--- config.mk ---
export PLATFORM = sky130hd
export DESIGN_NAME = tile_scan_mapper
export DESIGN_NICKNAME = d
export VERILOG_FILES = /design/src/rtl/tile_pkg.sv /design/src/rtl/tile_move_fsm.sv /design/src/rtl/tile_scan_mapper.sv
export SDC_FILE = /design/constraint.sdc
export NUM_CORES = 1
export LEC_CHECK = 0
export ABC_AREA = 1
export BUFFER_PORTS_ARGS = -buffer_cell sky130_fd_sc_hd__buf_2
export CAP_MARGIN = 20
export CORE_MARGIN = 3
export CORE_UTILIZATION = 48
export DETAILED_ROUTE_END_ITERATION = 6
export PLACE_DENSITY = 0.8
export SLEW_MARGIN = 20
export SYNTH_ARGS = -nofsm -noshare
export SYNTH_HDL_FRONTEND = slang
export SYNTH_SLANG_ARGS = --single-unit
--- constraint.sdc ---
create_clock -name Clk -period 2.2 [get_ports Clk]
set_input_delay 0.33 -clock Clk [delete_from_list [all_inputs] [get_ports Clk]]
set_output_delay 0.33 -clock Clk [all_outputs]
set_load 0.01 [all_outputs]
--- src/rtl/tile_pkg.sv ---
// Shared definitions for the tile scan mapper: USB HID keycodes,
// move FSM states, step directions and the keycode-to-direction decode.
package tile_pkg;

  localparam logic [7:0] KEY_UP    = 8'h1A;
  localparam logic [7:0] KEY_DOWN  = 8'h16;
  localparam logic [7:0] KEY_LEFT  = 8'h04;
  localparam logic [7:0] KEY_RIGHT = 8'h07;

  typedef enum logic {IDLE, HOLD} move_state_t;

  typedef enum logic [2:0] {NONE, UP, DOWN, LEFT, RIGHT} dir_t;

  // Anything that is not one of the four arrow-style keys means "no move".
  function automatic dir_t key_to_dir(input logic [7:0] key);
    case (key)
      KEY_UP:    key_to_dir = UP;
      KEY_DOWN:  key_to_dir = DOWN;
      KEY_LEFT:  key_to_dir = LEFT;
      KEY_RIGHT: key_to_dir = RIGHT;
      default:   key_to_dir = NONE;
    endcase
  endfunction

endpackage

--- src/rtl/tile_move_fsm.sv ---
// Player cell mover. Evaluated only on frame_tick: first press steps at once,
// a held key auto-repeats every MOVE_DIV frames, a new direction steps at once.
// Edge behaviour: clamp by default; define TILE_SCAN_WRAP_EN to wrap instead.
module tile_move_fsm
  import tile_pkg::*;
#(
  parameter int COLS        = 80,
  parameter int ROWS        = 30,
  parameter int MOVE_DIV    = 8,
  parameter int PLAYER_COL0 = 0,
  parameter int PLAYER_ROW0 = 0
) (
  input  logic       clk,
  input  logic       rst,
  input  logic       frame_tick,
  input  logic [7:0] keycode,
  output logic [6:0] player_col,
  output logic [5:0] player_row
);

  localparam int CNT_W = (MOVE_DIV > 1) ? $clog2(MOVE_DIV) : 1;

  move_state_t      state;
  dir_t             last_dir;
  logic [CNT_W-1:0] cnt;
  dir_t             dir;

  assign dir = key_to_dir(keycode);

  function automatic logic [6:0] next_col(input logic [6:0] c, input dir_t d);
    next_col = c;
`ifdef TILE_SCAN_WRAP_EN
    if (d == LEFT)  next_col = (c == 7'd0) ? 7'(COLS - 1) : c - 7'd1;
    if (d == RIGHT) next_col = (c == 7'(COLS - 1)) ? 7'd0 : c + 7'd1;
`else
    if (d == LEFT  && c != 7'd0)          next_col = c - 7'd1;
    if (d == RIGHT && c != 7'(COLS - 1))  next_col = c + 7'd1;
`endif
  endfunction

  function automatic logic [5:0] next_row(input logic [5:0] r, input dir_t d);
    next_row = r;
`ifdef TILE_SCAN_WRAP_EN
    if (d == UP)   next_row = (r == 6'd0) ? 6'(ROWS - 1) : r - 6'd1;
    if (d == DOWN) next_row = (r == 6'(ROWS - 1)) ? 6'd0 : r + 6'd1;
`else
    if (d == UP   && r != 6'd0)          next_row = r - 6'd1;
    if (d == DOWN && r != 6'(ROWS - 1))  next_row = r + 6'd1;
`endif
  endfunction

  // Move state machine with registered player position; idle between frame ticks.
  always_ff @(posedge clk or posedge rst) begin
    if (rst) begin
      state      <= IDLE;
      last_dir   <= NONE;
      cnt        <= '0;
      player_col <= 7'(PLAYER_COL0);
      player_row <= 6'(PLAYER_ROW0);
    end else if (frame_tick) begin
      case (state)
        IDLE: begin
          if (dir != NONE) begin
            player_col <= next_col(player_col, dir);
            player_row <= next_row(player_row, dir);
            last_dir   <= dir;
            cnt        <= '0;
            state      <= HOLD;
          end
        end
        HOLD: begin
          if (dir == NONE) begin
            cnt   <= '0;
            state <= IDLE;
          end else if (dir != last_dir) begin
            player_col <= next_col(player_col, dir);
            player_row <= next_row(player_row, dir);
            last_dir   <= dir;
            cnt        <= '0;
          end else if (cnt == CNT_W'(MOVE_DIV - 1)) begin
            player_col <= next_col(player_col, dir);
            player_row <= next_row(player_row, dir);
            cnt        <= '0;
          end else begin
            cnt <= cnt + 1'b1;
          end
        end
        default: state <= IDLE;
      endcase
    end
  end

endmodule

--- src/rtl/tile_scan_mapper.sv ---
// Registered tile-grid locator for the VGA pixel pipeline (1-cycle latency),
// plus frame-tick generation and the player cell mover.
// Optional build macro TILE_SCAN_WRAP_EN: player wraps at grid edges instead of clamping.
module tile_scan_mapper
  import tile_pkg::*;
#(
  parameter int TILE_W_LOG2 = 3,
  parameter int TILE_H_LOG2 = 4,
  parameter int H_ACTIVE    = 640,
  parameter int V_ACTIVE    = 480,
  parameter int ADDR_W      = 12,
  parameter int MOVE_DIV    = 8,
  parameter int PLAYER_COL0 = 0,
  parameter int PLAYER_ROW0 = 0
) (
  input  logic                   Clk,
  input  logic                   Reset,
  input  logic [9:0]             DrawX,
  input  logic [9:0]             DrawY,
  input  logic [7:0]             keycode,
  output logic [9:0]             Sprite_X_Pos,
  output logic [9:0]             Sprite_Y_Pos,
  output logic [TILE_W_LOG2-1:0] Off_X,
  output logic [TILE_H_LOG2-1:0] Off_Y,
  output logic [ADDR_W-1:0]      Map_Addr,
  output logic                   Active,
  output logic                   flag,
  output logic [6:0]             Player_Col,
  output logic [5:0]             Player_Row
);

  localparam int COLS = H_ACTIVE >> TILE_W_LOG2;
  localparam int ROWS = V_ACTIVE >> TILE_H_LOG2;

  // row*COLS + col built from shifted copies of row, one per set bit of COLS.
  function automatic logic [ADDR_W-1:0] map_addr(input logic [9:0] r, input logic [9:0] c);
    logic [ADDR_W-1:0] acc;
    acc = ADDR_W'(c);
    for (int i = 0; i < 16; i++) begin
      if (COLS[i]) acc = acc + (ADDR_W'(r) << i);
    end
    map_addr = acc;
  endfunction

  logic       frame_tick;
  logic [9:0] col_p0, row_p0;
  logic       vld_p0, hit_p0;

  logic [9:0]             sx_p1, sy_p1;
  logic [TILE_W_LOG2-1:0] ox_p1;
  logic [TILE_H_LOG2-1:0] oy_p1;
  logic [ADDR_W-1:0]      addr_p1;
  logic                   vld_p1, flag_p1;

  assign frame_tick = (DrawX == 10'd0) && (DrawY == 10'(V_ACTIVE));

  assign col_p0 = DrawX >> TILE_W_LOG2;
  assign row_p0 = DrawY >> TILE_H_LOG2;
  assign vld_p0 = (DrawX < 10'(H_ACTIVE)) && (DrawY < 10'(V_ACTIVE));
  assign hit_p0 = (col_p0 == {3'b000, Player_Col}) && (row_p0 == {4'b0000, Player_Row});

  // ---- stage p0 -> p1: register cell geometry for the current pixel ----
  always_ff @(posedge Clk or posedge Reset) begin
    if (Reset) begin
      sx_p1   <= '0;
      sy_p1   <= '0;
      ox_p1   <= '0;
      oy_p1   <= '0;
      addr_p1 <= '0;
      vld_p1  <= 1'b0;
      flag_p1 <= 1'b0;
    end else begin
      sx_p1   <= {DrawX[9:TILE_W_LOG2], {TILE_W_LOG2{1'b0}}};
      sy_p1   <= {DrawY[9:TILE_H_LOG2], {TILE_H_LOG2{1'b0}}};
      ox_p1   <= DrawX[TILE_W_LOG2-1:0];
      oy_p1   <= DrawY[TILE_H_LOG2-1:0];
      addr_p1 <= vld_p0 ? map_addr(row_p0, col_p0) : '0;
      vld_p1  <= vld_p0;
      flag_p1 <= vld_p0 && hit_p0;
    end
  end

  assign Sprite_X_Pos = sx_p1;
  assign Sprite_Y_Pos = sy_p1;
  assign Off_X        = ox_p1;
  assign Off_Y        = oy_p1;
  assign Map_Addr     = addr_p1;
  assign Active       = vld_p1;
  assign flag         = flag_p1;

  tile_move_fsm #(
    .COLS        (COLS),
    .ROWS        (ROWS),
    .MOVE_DIV    (MOVE_DIV),
    .PLAYER_COL0 (PLAYER_COL0),
    .PLAYER_ROW0 (PLAYER_ROW0)
  ) u_move (
    .clk        (Clk),
    .rst        (Reset),
    .frame_tick (frame_tick),
    .keycode    (keycode),
    .player_col (Player_Col),
    .player_row (Player_Row)
  );

endmodule

==> impl_metrics.csv <==
group,metric,value,unit
run_status,status,"finished, final reports clean",
worst_setup_path,critical-path-top-delay-family,"compound AO/OA/AOI/OAI gates",
synthesis,synth_top_cell_area_share,42.0,%
sta,fin_skew,0.00881,ns
die,io_pins,84,
grt,grt_max_degree,29,
place,port_buffers,76,
clock_tree,ctsLongestPathBuffers,2,
final_layout,layout.cells.most_common_list,"95 x nand2_1, 76 x buf_2, 54 x dfrtp_1, 39 x inv_1, 35 x nor2_1",
flow_run,maxCapViolCount,0,
synthesis,synth_top_cell_by_area,"dfrtp_1",
power,total_net_switching_power,0.511,mW
grt,grt_most_used_layer,"met2",
grt,groute.usage.overall,19.7,%
worst_setup_path,setup.worst_path.start_class,"flip-flop",
final_layout,post_layout_nonfiller_instances,558,
synthesis,synth_cell_type_count,33,
place,dp_slack,0.0129,ns
worst_setup_path,critical_path_peak_fanout,6,
sta,timing_worst_slew_pin_value,0.591,ns
clock_tree,clk-insertion-delay-late,0.31,ns
sta,report.final.slew_viol_count,0,
die,die-width,87.9,um
route,vias_per_cell,4.98,
power,internal_power,1.36,mW
worst_setup_path,cp-end-kind,"flip-flop",
worst_setup_path,path_cells,"nor2_2, nand3_2, o21ai_4, ha_1, a21o_1, a31oi_1, xnor2_1, nand3_1, nand2_1",
clock_tree,clock_pin_slew_on_the_worst_setup_and_hold_paths,0.10,ns
synthesis,ys.warnings.count,0,
route,via_count,2777,
grt,number_of_global_route_vias_before_repair,2719,
synthesis,synth_async_sr_flop_share,100,%
final_layout,n_antenna_cell,0,
die,fp.coreArea,6420,um2
route,drtPass1Iterations,4,
route,route.detailed.wl_per_inst,13.1,um
synthesis,yosys-top-cells-area,"dfrtp_1 42%, nand2_1 11%, ha_1 8.6%",
die,initial_utilization,50.1,%
worst_setup_path,cp.arrival,2.33,ns
synthesis,ys_dominant_reg_cell,"dfrtp_1",
sta,finalCriticalPeriod,2.08,ns
die,die_h,87.9,um
sta,clock.fmax,482,MHz
worst_setup_path,critPathKind,"flip-flop to flip-flop",
power,power_frac_comb,14.5,%
power,power_leakage,2.21,nW
grt,globalRouteMet2Util,35.9,%
sta,final_cycle_share,94.4,%
clock_tree,cts_buffers,5,
power,sw_frac_of_total,27.3,%
synthesis,synthesis.area,3220,um2
power,vdd_ir_drop_max,0.313,mV
die,floorplan.die_area,7720,um2
worst_setup_path,reg2reg_slack,0.12,ns
final_layout,number_of_nets_at_the_end_of_the_flow,536,
worst_setup_path,cp-startpoint,"u_move.player_col[5]",
place,post-place-cells,550,
clock_tree,clock_tree.htree_level_count,2,
worst_setup_path,cp.required,2.46,ns
power,p_seq_share,55.3,%
worst_setup_path,critical_path.n_buffers_inverters,0,
grt,grt_pass1_wl,12.0,mm
place,post_dp_cell_area,3800,um2
sta,setup_viol_count_final,0,
worst_setup_path,crit_slowest_cell,"dfrtp_1",
final_layout,layout.cells.most_common,"nand2_1",
power,power_per_cell_area,477,nW/um2
sta,postLayoutSetupSlackWorst,0.123,ns
clock_tree,clock_sink_count,54,
final_layout,final_core_utilization,61.1,%
sta,slew_headroom,60.4,%
grt,grt.met1_usage,23.2,%
min_path,holdCritPathClass,"input pin to async pin",
power,power.clock.fraction,30.2,%
grt,antenna_found_initial,0,
die,row_count,29,
synthesis,syn_inst,382,
synthesis,yosysSeqAreaShare,42.0,%
place,detailed_place_hpwl,5.92,mm
clock_tree,tritoncts,"built",
route,drc_errors,0,
route,wire_length_reported_by_the_detailed_router,7.29,mm
route,detailedRoute.firstIterationViolations,105,
route,postRouteAntennaNets,0,
grt,grt_overflow_total,0,
clock_tree,setup_bufs_post_cts,0,
sta,grt_setup_unrepaired,"true",
worst_setup_path,regToRegStartpoint,"u_move.player_col[5]",
synthesis,synth_edf_count,0,
synthesis,syn-mean-instance-area,8.42,um2
sta,hold_viol_final,0,
grt,grtUsageMet3,3.48,%
place,gp_routability_congestion,0.870,
final_layout,syn_to_final_growth,22.0,%
worst_setup_path,critical-path-max-stage-delay,0.41,ns
clock_tree,root_buffer,"clkbuf_8",
synthesis,ys_seq_elements,54,
final_layout,design_area,3930,um2
final_layout,layout-drive-gt1-share,27.4,%
## metrics by stage
| step | hold slack [ns] | TNS [ns] | power [mW] |
|---|---|---|---|
| floorplan | 0.361 | 0 | 1.22 |
| global placement | 0.410 | 0 | 1.32 |
| detailed placement | 0.433 | 0 | 1.33 |
| CTS | 0.0837 | 0 | 1.90 |
| global route | 0.107 | -0.000629 | 1.97 |
| finish | 0.0633 | 0 | 1.87 |
## final timing paths
kind	to	depth (start not counted)
worst min register to register	u_move.last_dir[2]	2
worst min-delay path	flag	2
max in group asynchronous	Off_Y[2]	3
worst max-delay path	u_move.player_col[3]	9
min in group Clk	Off_X[1]	1
worst max register to register	u_move.player_col[3]	9
## power by group through the flow
stage / Sequential (mW) / Combinational, mW / Clock [mW]
5_1_grt: 1.04 / 0.307 / 0.623
4_1_cts: 1.04 / 0.275 / 0.585
3_3_place_gp: 1.05 / 0.263 / 0
6_report: 1.04 / 0.271 / 0.564
3_5_place_dp: 1.06 / 0.273 / 0
2_1_floorplan: 1.08 / 0.137 / 0
## cells in the mapped netlist, drive strengths merged, types with 3 or more instances
master / number
nand3b: 7
nand4: 7
o21ai: 9
a21oi: 14
inv: 43
xnor2: 4
fa: 4
nand3: 32
dfrtp: 54
nor3: 3
nand2: 102
buf: 8
xor2: 17
ha: 22
nor2: 45
## routing by layer
metal / vias to the layer above / part of all wire [%]
met5: - / 0
met4: 0 / 1.7
met3: 13 / 4.7
met2: 65 / 52
met1: 1295 / 42
li1: 1404 / -
## timing repair
action,in CTS,in global routing
gates resized for setup,0,6
setup endpoints to repair,0,2
hold buffers,0,0
## layout make-up
| cell class | instances | area [um2] |
|---|---|---|
| inverters | 43 | 161 |
| clock inverters | 3 | 23.8 |
| repair buffers | 95 | 536 |
| well taps | 77 | 96.3 |
| multi-input cells | 281 | 1690 |
| fillers | 566 | 2500 |
| flip-flops and latches | 54 | 1350 |
| clock buffers | 5 | 68.8 |
## registers in the layout (all words and copies together), names as in the netlist
signal,flops
Active,1
Map_Addr,12
Off_X,3
Off_Y,4
Sprite_X_Pos,7
Sprite_Y_Pos,6
flag,1
u_move.cnt,3
u_move.last_dir,3
u_move.player_col,7
u_move.player_row,6
u_move.state,1
## kinds of logic after synthesis
family	Yosys count	share of synthesized area (%)
AND/OR/NAND/NOR	199	28.7
flip-flops	54	42.0
buffers and inverters	53	7.23
AO/OA/AOI/OAI	28	5.25
adder cells (fa/ha/maj)	26	11.0
XOR/XNOR	21	5.72
other	1	0.117
Note: power is estimated with default switching activity, not from simulation.
